[config.mk]
export PLATFORM = sky130hd
export DESIGN_NAME = light_ctrl_multi
export DESIGN_NICKNAME = d
export VERILOG_FILES = /design/src/rtl/light_pkg.sv /design/src/rtl/light_channel.sv /design/src/rtl/light_ctrl_multi.sv
export SDC_FILE = /design/constraint.sdc
export NUM_CORES = 1
export LEC_CHECK = 0
export CORE_UTILIZATION = 50
export DETAILED_ROUTE_END_ITERATION = 10
export GPL_TIMING_DRIVEN = 0
export PLACE_DENSITY = 0.69
export RECOVER_POWER = 50
export SLEW_MARGIN = 20
export SYNTH_ARGS = -nofsm -noshare
export SYNTH_HDL_FRONTEND = slang
export SYNTH_SLANG_ARGS = --single-unit
[constraint.sdc]
create_clock -name clk -period 6.1 [get_ports clk]
set_clock_uncertainty 0.2 [all_clocks]
set_input_delay 1.83 -clock clk [delete_from_list [all_inputs] [get_ports clk]]
set_output_delay 1.83 -clock clk [all_outputs]
set_load 0.03 [all_outputs]
[src/rtl/light_pkg.sv]
// Shared definitions for the multi-channel lamp controller.
//   light_state_e : per-channel mode (off, steadily on, timed auto-off)
//   cnt_width     : countdown width able to hold 0..auto_off_ticks
//   presc_width   : prescaler width able to hold 0..tick_div-1
//   level_max     : brightest level for a given PWM resolution
package light_pkg;

  typedef enum logic [1:0] {
    LIGHT_OFF   = 2'd0,
    LIGHT_ON    = 2'd1,
    LIGHT_TIMED = 2'd2
  } light_state_e;

  function automatic int cnt_width(input int auto_off_ticks);
    return $clog2(auto_off_ticks + 1);
  endfunction

  function automatic int presc_width(input int tick_div);
    return $clog2(tick_div);
  endfunction

  function automatic int level_max(input int pwm_bits);
    return (1 << pwm_bits) - 1;
  endfunction

endpackage

[src/rtl/light_channel.sv]
// One lamp channel: mode FSM, brightness level, auto-off countdown and the
// registered PWM drive for its pin.
//   clk, reset     : system clock, asynchronous active-low reset
//   power_on       : global enable; low forces the channel OFF
//   tick           : one-cycle timer tick shared by all channels
//   pwm_cnt        : shared free-running PWM counter
//   btn_toggle     : pulse, toggle on/off
//   btn_timed      : pulse, enter/restart timed mode
//   btn_dim        : pulse, step brightness down (1 wraps to max)
//   light_on       : registered lamp drive
//   level          : current brightness, never 0
//   timed_active   : high while in timed mode
module light_channel
  import light_pkg::*;
#(
  parameter int PWM_BITS       = 4,
  parameter int AUTO_OFF_TICKS = 60
) (
  input  logic                clk,
  input  logic                reset,
  input  logic                power_on,
  input  logic                tick,
  input  logic [PWM_BITS-1:0] pwm_cnt,
  input  logic                btn_toggle,
  input  logic                btn_timed,
  input  logic                btn_dim,
  output logic                light_on,
  output logic [PWM_BITS-1:0] level,
  output logic                timed_active
);

  localparam int                  CNT_W    = cnt_width(AUTO_OFF_TICKS);
  localparam logic [CNT_W-1:0]    CNT_LOAD = CNT_W'(AUTO_OFF_TICKS);
  localparam logic [CNT_W-1:0]    CNT_ONE  = CNT_W'(1);
  localparam logic [PWM_BITS-1:0] LVL_MAX  = PWM_BITS'(level_max(PWM_BITS));
  localparam logic [PWM_BITS-1:0] LVL_ONE  = PWM_BITS'(1);

  light_state_e        state, state_nxt;
  logic [CNT_W-1:0]    cnt, cnt_nxt;
  logic [PWM_BITS-1:0] level_nxt;
  logic                light_nxt;

  always_comb begin
    // NOTE: every variable gets a default first so no path through the
    // block leaves it unassigned, which would infer a latch.
    state_nxt = state;
    cnt_nxt   = cnt;
    level_nxt = level;

    // Mode changes in priority order: power, toggle, timed, countdown.
    if (!power_on) begin
      state_nxt = LIGHT_OFF;
      cnt_nxt   = '0;
    end else if (btn_toggle) begin
      state_nxt = (state == LIGHT_OFF) ? LIGHT_ON : LIGHT_OFF;
      cnt_nxt   = '0;
    end else if (btn_timed) begin
      state_nxt = LIGHT_TIMED;
      cnt_nxt   = CNT_LOAD;
    end else if (state == LIGHT_TIMED && tick) begin
      cnt_nxt = cnt - CNT_ONE;
      // The tick that empties the countdown also turns the lamp off.
      if (cnt == CNT_ONE) state_nxt = LIGHT_OFF;
    end

    // Dimming works in any mode but not while the board is powered down.
    if (power_on && btn_dim) begin
      level_nxt = (level == LVL_ONE) ? LVL_MAX : level - LVL_ONE;
    end

    // Max level bypasses the compare so the lamp is steady with no PWM gap.
    light_nxt = (state != LIGHT_OFF) && ((level == LVL_MAX) || (pwm_cnt < level));
  end

  always_ff @(posedge clk or negedge reset) begin
    if (!reset) begin
      state    <= LIGHT_OFF;
      cnt      <= '0;
      level    <= LVL_MAX;
      light_on <= 1'b0;
    end else begin
      // NOTE: non-blocking assignments so every register samples the
      // pre-edge values, independent of statement order.
      state    <= state_nxt;
      cnt      <= cnt_nxt;
      level    <= level_nxt;
      light_on <= light_nxt;
    end
  end

  assign timed_active = (state == LIGHT_TIMED);

endmodule

[src/rtl/light_ctrl_multi.sv]
// N_CH-channel lamp controller. Holds the shared timer prescaler and PWM
// counter and instantiates one light_channel per lamp.
//   clk, reset   : system clock, asynchronous active-low reset
//   power_on     : global enable; low forces every channel OFF
//   btn_toggle   : per-channel pulse, toggle on/off
//   btn_timed    : per-channel pulse, start/restart timed mode
//   btn_dim      : per-channel pulse, step brightness down with wrap
//   light_on     : per-channel registered PWM lamp drive
//   level        : per-channel brightness, channel i at [i*PWM_BITS +: PWM_BITS]
//   timed_active : per-channel, high while in timed mode
module light_ctrl_multi
  import light_pkg::*;
#(
  parameter int N_CH           = 2,
  parameter int PWM_BITS       = 4,
  parameter int TICK_DIV       = 100_000_000,
  parameter int AUTO_OFF_TICKS = 60
) (
  input  logic                     clk,
  input  logic                     reset,
  input  logic                     power_on,
  input  logic [N_CH-1:0]          btn_toggle,
  input  logic [N_CH-1:0]          btn_timed,
  input  logic [N_CH-1:0]          btn_dim,
  output logic [N_CH-1:0]          light_on,
  output logic [N_CH*PWM_BITS-1:0] level,
  output logic [N_CH-1:0]          timed_active
);

  localparam int                 PRESC_W   = presc_width(TICK_DIV);
  localparam logic [PRESC_W-1:0] PRESC_TOP = PRESC_W'(TICK_DIV - 1);

  logic [PRESC_W-1:0]  presc;
  logic [PWM_BITS-1:0] pwm_cnt;
  logic                tick;

  // Tick is high during the last prescaler count, so it is consumed on the
  // same edge that wraps the prescaler back to 0.
  assign tick = (presc == PRESC_TOP);

  always_ff @(posedge clk or negedge reset) begin
    if (!reset) begin
      presc   <= '0;
      pwm_cnt <= '0;
    end else begin
      presc   <= tick ? '0 : presc + PRESC_W'(1);
      pwm_cnt <= pwm_cnt + PWM_BITS'(1);
    end
  end

  for (genvar i = 0; i < N_CH; i++) begin : g_ch
    light_channel #(
      .PWM_BITS       (PWM_BITS),
      .AUTO_OFF_TICKS (AUTO_OFF_TICKS)
    ) u_ch (
      .clk          (clk),
      .reset        (reset),
      .power_on     (power_on),
      .tick         (tick),
      .pwm_cnt      (pwm_cnt),
      .btn_toggle   (btn_toggle[i]),
      .btn_timed    (btn_timed[i]),
      .btn_dim      (btn_dim[i]),
      .light_on     (light_on[i]),
      .level        (level[i*PWM_BITS +: PWM_BITS]),
      .timed_active (timed_active[i])
    );
  end

endmodule

After elaboration in Yosys (flattened, before gate mapping)
Cells that the tools add are included.
Word-level totals
  word-level logic and storage cells: 68
  output and inout bits: 12
  flip-flop bits (word level): 57
Operators by class
  $add $sub $neg: 6
  order comparisons: 2
  muxes and demuxes: 23
  reduce and logical (&&, ||, !) cells: 14
  equal/unequal tests: 13
Operator list (number)
  two-way mux 6 bit: 8
  adder 27 x 1 -> 27 bit (second input constant): 1
  equality test 27 bit (second input constant): 1
  two-way mux 27 bit: 1
  two-way mux 2 bit: 10
  != test 4 x 1 -> 1 bit (second input constant): 4
  equality test 6 x 1 -> 1 bit (second input constant): 2
  subtractor 6 x 1 -> 6 bit (second input constant): 2
  equality test 4 x 1 -> 1 bit (second input constant): 2
  equality test 4 bit (second input constant): 2
  less-than comparator 4 bit: 2
  two-way mux 4 bit: 2
  subtractor 4 x 1 -> 4 bit (second input constant): 2
  logical AND 1 bit: 6
  adder 4 x 1 -> 4 bit (second input constant): 1
  equality test 2 bit (second input constant): 2
  zero test 2 bit: 2
  AND reduction 2 bit: 2
  nonzero test 2 bit: 2
  logical OR 1 bit: 2
  two-way mux 1 bit: 2

Longest topological paths before layout
  depth after elaboration: 6
  depth in mapped cells: 7
  gate-level depth less buffers: 6

Hierarchy
Synthesis repeated with hierarchy kept, for this count alone.
Second synthesis, totals
  cells, all modules: 297
  area, all modules: 3035.4 µm²
By module, submodules not included
  light_ctrl_multi: area each 1437.6 µm², cells each 135, times used 1
  light_channel (g_ch[1].u_ch): area each 807.0 µm², cells each 82, times used 1
  light_channel (g_ch[0].u_ch): area each 790.8 µm², cells each 80, times used 1

Least setup slack after synthesis
Ideal clock, no wire load.
  path type: reg2out
  from: register g_ch[1].u_ch.state[0]
  to: output port timed_active[1]
  path slack: 3.239 ns
  path buffers: 1
  data required time: 4.070 ns
  arrival time: 0.831 ns
  stages on the path, launching flop included: 4
  cell sequence: dfrtp_1 > nand2b_1 > inv_1 > buf_4
On the way
  cells in the longest elaborated chain, start to end: 1
RTL lines
  start: declaration: RTL line light_channel.sv:38  | light_state_e state, state_nxt;
  start signal: assignment: RTL line light_channel.sv:84  | state <= state_nxt;
  equality test 2 bit: RTL line light_channel.sv:91  | assign timed_active = (state == LIGHT_TIMED);
  end: declaration: RTL line light_ctrl_multi.sv:27  | output logic [N_CH-1:0] timed_active
No other way between the ends.

Final worst setup path
Ends and elaborated chain as after synthesis.

==> impl_results.rst <==
.. list-table::
   :header-rows: 1

   * - Metric
     - Value
   * - Crit-path cells
     - nand2b_1 > inv_1 > buf_4 > clkdlybuf4s50_1
   * - Flip-flop and latch count after synthesis
     - 57
   * - DRT iter0 DRCs
     - 86
   * - Syn_area_per_cell
     - slightly below 10 um^2
   * - Crit path required time
     - approximately 4.1 ns
   * - Peak supply drop
     - 0.194 mV
   * - Ports placed on the boundary
     - 21
   * - Number of antenna violations at the first check in global routing
     - 0
   * - Fraction of synthesis flops using an asynchronous set or reset pin
     - 100%
   * - Share of the clock period used by the worst path after layout
     - between 60% and 70%
   * - Antenna-violating nets left
     - 0
   * - Result of the run
     - completed
   * - Die Footprint
     - 0.00653 mm^2
   * - Count of hold-fix buffers inserted at cts
     - 0
   * - Cells after Synth
     - 315
   * - Deepest level of the CTS H-tree
     - 3
   * - Final Hold Viols
     - 0
   * - Slew Limit Headroom
     - between 20 and 30%
   * - Area grow syn2layout
     - 16.4%
   * - Insertion delay of the later-clocked pin in the worst-skew pair
     - around 0.33 ns
   * - Count of synthesis-stage warnings from yosys
     - 0
   * - Clock Tree Root
     - sky130_fd_sc_hd__clkbuf_8
   * - Summed instance area of the synthesized netlist
     - about 0.0031 mm^2
   * - Slew Limit Fails
     - 0
   * - Routed Wire Length
     - ~6 mm
   * - Unrepaired setup endpoints after global routing
     - false
   * - Final-layout setup total negative slack
     - 0 ns
   * - Main synth FF type
     - sky130_fd_sc_hd__dfrtp_1
   * - Drt pass-1 iters
     - 4
   * - All-layer global routing usage
     - between 20% and 30%
   * - Max-cap violations
     - 0
   * - Biggest fanout along the worst timing path
     - 6
   * - Clock-pin slew on the worst setup and hold paths
     - about 0.06 ns
   * - Average routed wire per standard cell
     - between 10 and 15 um
   * - Delay of the slowest critical-path stage
     - about 0.65 ns
   * - Buffers inserted during post-CTS setup optimization
     - 0
   * - Chip Height
     - about 80 um
   * - CTS tree
     - done
   * - Worst-Margin Slew
     - about 1.0 ns
   * - Effective utilization at floorplan
     - 52.2%
   * - Highest Clock Rate
     - roughly 260 MHz
   * - Wire length of the first global-routing pass
     - between 10 and 15 mm
   * - Final setup violation count
     - 0
   * - Clk sinks
     - 57
   * - Fillers
     - just over 500
   * - Final estimated routing congestion in global placement
     - about 0.8
   * - Commonest non-fill, non-tap cells in the layout
     - 49 x sky130_fd_sc_hd__dfrtp_1, 43 x sky130_fd_sc_hd__nor2_1, 19 x sky130_fd_sc_hd__inv_1, 19 x sky130_fd_sc_hd__clkdlybuf4s50_1, 18 x sky130_fd_sc_hd__ha_1
   * - Final Core Density
     - 60.7%
   * - Power per unit of standard cell area
     - between 200 and 300 mW/mm^2
   * - Sequential-to-total area share from yosys stat
     - 46.2%
   * - CP max stage cell
     - sky130_fd_sc_hd__clkdlybuf4s50_1
   * - Largest net degree at the start of global routing
     - about 50
   * - Core ar.
     - about 0.006 mm^2
   * - Kind of start point of the critical path
     - flop
   * - Deepest clock path buffer count
     - 2
   * - Number of nets in the finished design
     - ~370
   * - Most common cell after layout, fill and taps aside
     - sky130_fd_sc_hd__dfrtp_1
   * - Number of nets in the synthesized netlist
     - 342
   * - Final cell count without fillers
     - approximately 430
   * - Fraction of layout cells with a size suffix above 1
     - 8.83%
   * - Clock period minus worst slack
     - between 3 and 4 ns
   * - Number of synthesized flops with an enable pin
     - 0
   * - Routed vias
     - between 2000 and 2500
   * - Count of placed standard cells including taps
     - about 410
   * - Arrival time worst endpoint
     - between 1.5 and 2 ns
   * - Post-detail-place hpwl
     - roughly 4.2 mm
   * - Leakage power
     - 0.00171 uW
   * - Class of the tightest hold or removal check
     - flop to flop
   * - Cts bufs inserted
     - 9
   * - Total grt overflow
     - 0
   * - Count of inserted antenna diode cells
     - 0
   * - Post-cts repair resize count
     - 0
   * - Count of distinct cell types in the synthesized netlist
     - 42
   * - Type of the setup path with the least slack
     - flop to output pin
   * - FP Rows
     - 28
   * - Die X-Extent
     - ~81 um
   * - Input/output buffers
     - 20
   * - Critical path capture point type
     - output pin
   * - Total DRC errors in the routed layout
     - 0
   * - Number of global-route vias before repair
     - approximately 2300
   * - Mean number of vias per cell
     - ~5.5
[report_power, final]
group / leakage, uW / total, uW / switching (uW) / internal (uW)
registers: 0.000739 / 457 / 36.8 / 421
clock network: 0.000102 / 351 / 143 / 207
logic: 0.000866 / 228 / 131 / 97.2
[stage by stage]
| step | total power (uW) | hold slack (ns) | area (um^2) | worst slack [ns] |
|---|---|---|---|---|
| 3_5_place_dp | 693 | 0.259 | 3430 | 2.53 |
| 3_3_place_gp | 688 | 0.253 | 3400 | 1.13 |
| 4_1_cts | 1050 | 0.269 | 3620 | 2.22 |
| 5_1_grt | 1090 | 0.272 | 3620 | 2.10 |
| 2_1_floorplan | 603 | 0.233 | 3110 | 3.24 |
| 6_report | 1040 | 0.264 | 3620 | 2.23 |
[state kept, by name (all words and copies together), names as in the netlist]
name,cells
g_ch.u_ch.cnt,12
presc,27
g_ch.u_ch.level,8
g_ch.u_ch.light_on,2
g_ch.u_ch.state,4
pwm_cnt,4
[synth_stat cells (all sizes together) (4+ instances only)]
library cell / instances / share of area, %
nor3: 6 / 0.97
xor2: 15 / 4.2
nor4: 8 / 2.6
a21boi: 5 / 1.2
a31oi: 7 / 1.4
dfrtp: 49 / 39
xnor2: 12 / 3.4
nor2b: 5 / 1.0
a21oi: 7 / 1.1
o31a: 8 / 2.3
nand2: 17 / 2.1
o21ai: 6 / 0.97
and3: 8 / 1.6
or3: 4 / 0.97
inv: 19 / 2.3
nand3: 14 / 2.3
nor2: 43 / 5.2
dfstp: 8 / 6.8
ha: 18 / 7.2
nand4: 9 / 1.8
nand2b: 7 / 1.4
a21o: 5 / 1.2
buf: 5 / 1.1
[kinds of logic after synthesis]
| kind of cell | Yosys count | share of synthesized area (%) |
|---|---|---|
| flip-flops | 57 | 46.2 |
| multiplexers | 1 | 0.362 |
| AO/OA/AOI/OAI | 46 | 10.3 |
| buffers and inverters | 27 | 3.79 |
| AND/OR/NAND/NOR | 139 | 24.5 |
| adder cells (fa/ha/maj) | 18 | 7.25 |
| XOR/XNOR | 27 | 7.61 |
[layer usage]
layer  vias to the layer above  GRT usage, %  part of all wire (%)
li1                       1172             -                     -
met1                      1133          28.7                    50
met2                        28          31.5                    46
met3                         6          4.04                   2.6
met4                         0          9.46                   1.2
met5                         -             0                     0
[final cells by class]
class	count	area (um^2)	area share, %
Multi-Input combinational cell	231	1550	42.9
Sequential cell	57	1440	39.7
Timing Repair Buffer	21	221	6.12
Clock buffer	12	155	4.29
Tap cell	75	93.8	2.59
Inverter	19	71.3	1.97
Buffer	8	46.3	1.28
Clock inverter	3	40.0	1.11
[path summary, 6_finish.rpt]
| path | startpoint | endpoint | slack [ns] | depth (start not counted) |
|---|---|---|---|---|
| setup / recovery | g_ch[1].u_ch.state[0]$_DFFE_PN0P_ | timed_active[1] | 2.23 | 4 |
| hold / removal | presc[0]$_DFF_PN0_ | presc[0]$_DFF_PN0_ | 0.26 | 1 |
| setup reg to reg | presc[10]$_DFF_PN0_ | g_ch[1].u_ch.cnt[4]$_DFFE_PN0P_ | 3.43 | 6 |
| hold reg to reg | presc[0]$_DFF_PN0_ | presc[0]$_DFF_PN0_ | 0.26 | 1 |
| max in group asynchronous | reset | g_ch[1].u_ch.level[2]$_DFFE_PN1P_ | 3.72 | 2 |
| min in group asynchronous | reset | g_ch[1].u_ch.light_on$_DFF_PN0_ | 1.28 | 1 |
[worst max-delay path, delay by kind of cell, from the launching register on]
| kind | cells | cell delay, ns |
|---|---|---|
| flops | 1 | 0.40 |
| buf+inv | 3 | 0.85 |
| simple gates | 1 | 0.27 |
(Power assumes the default switching activity.)
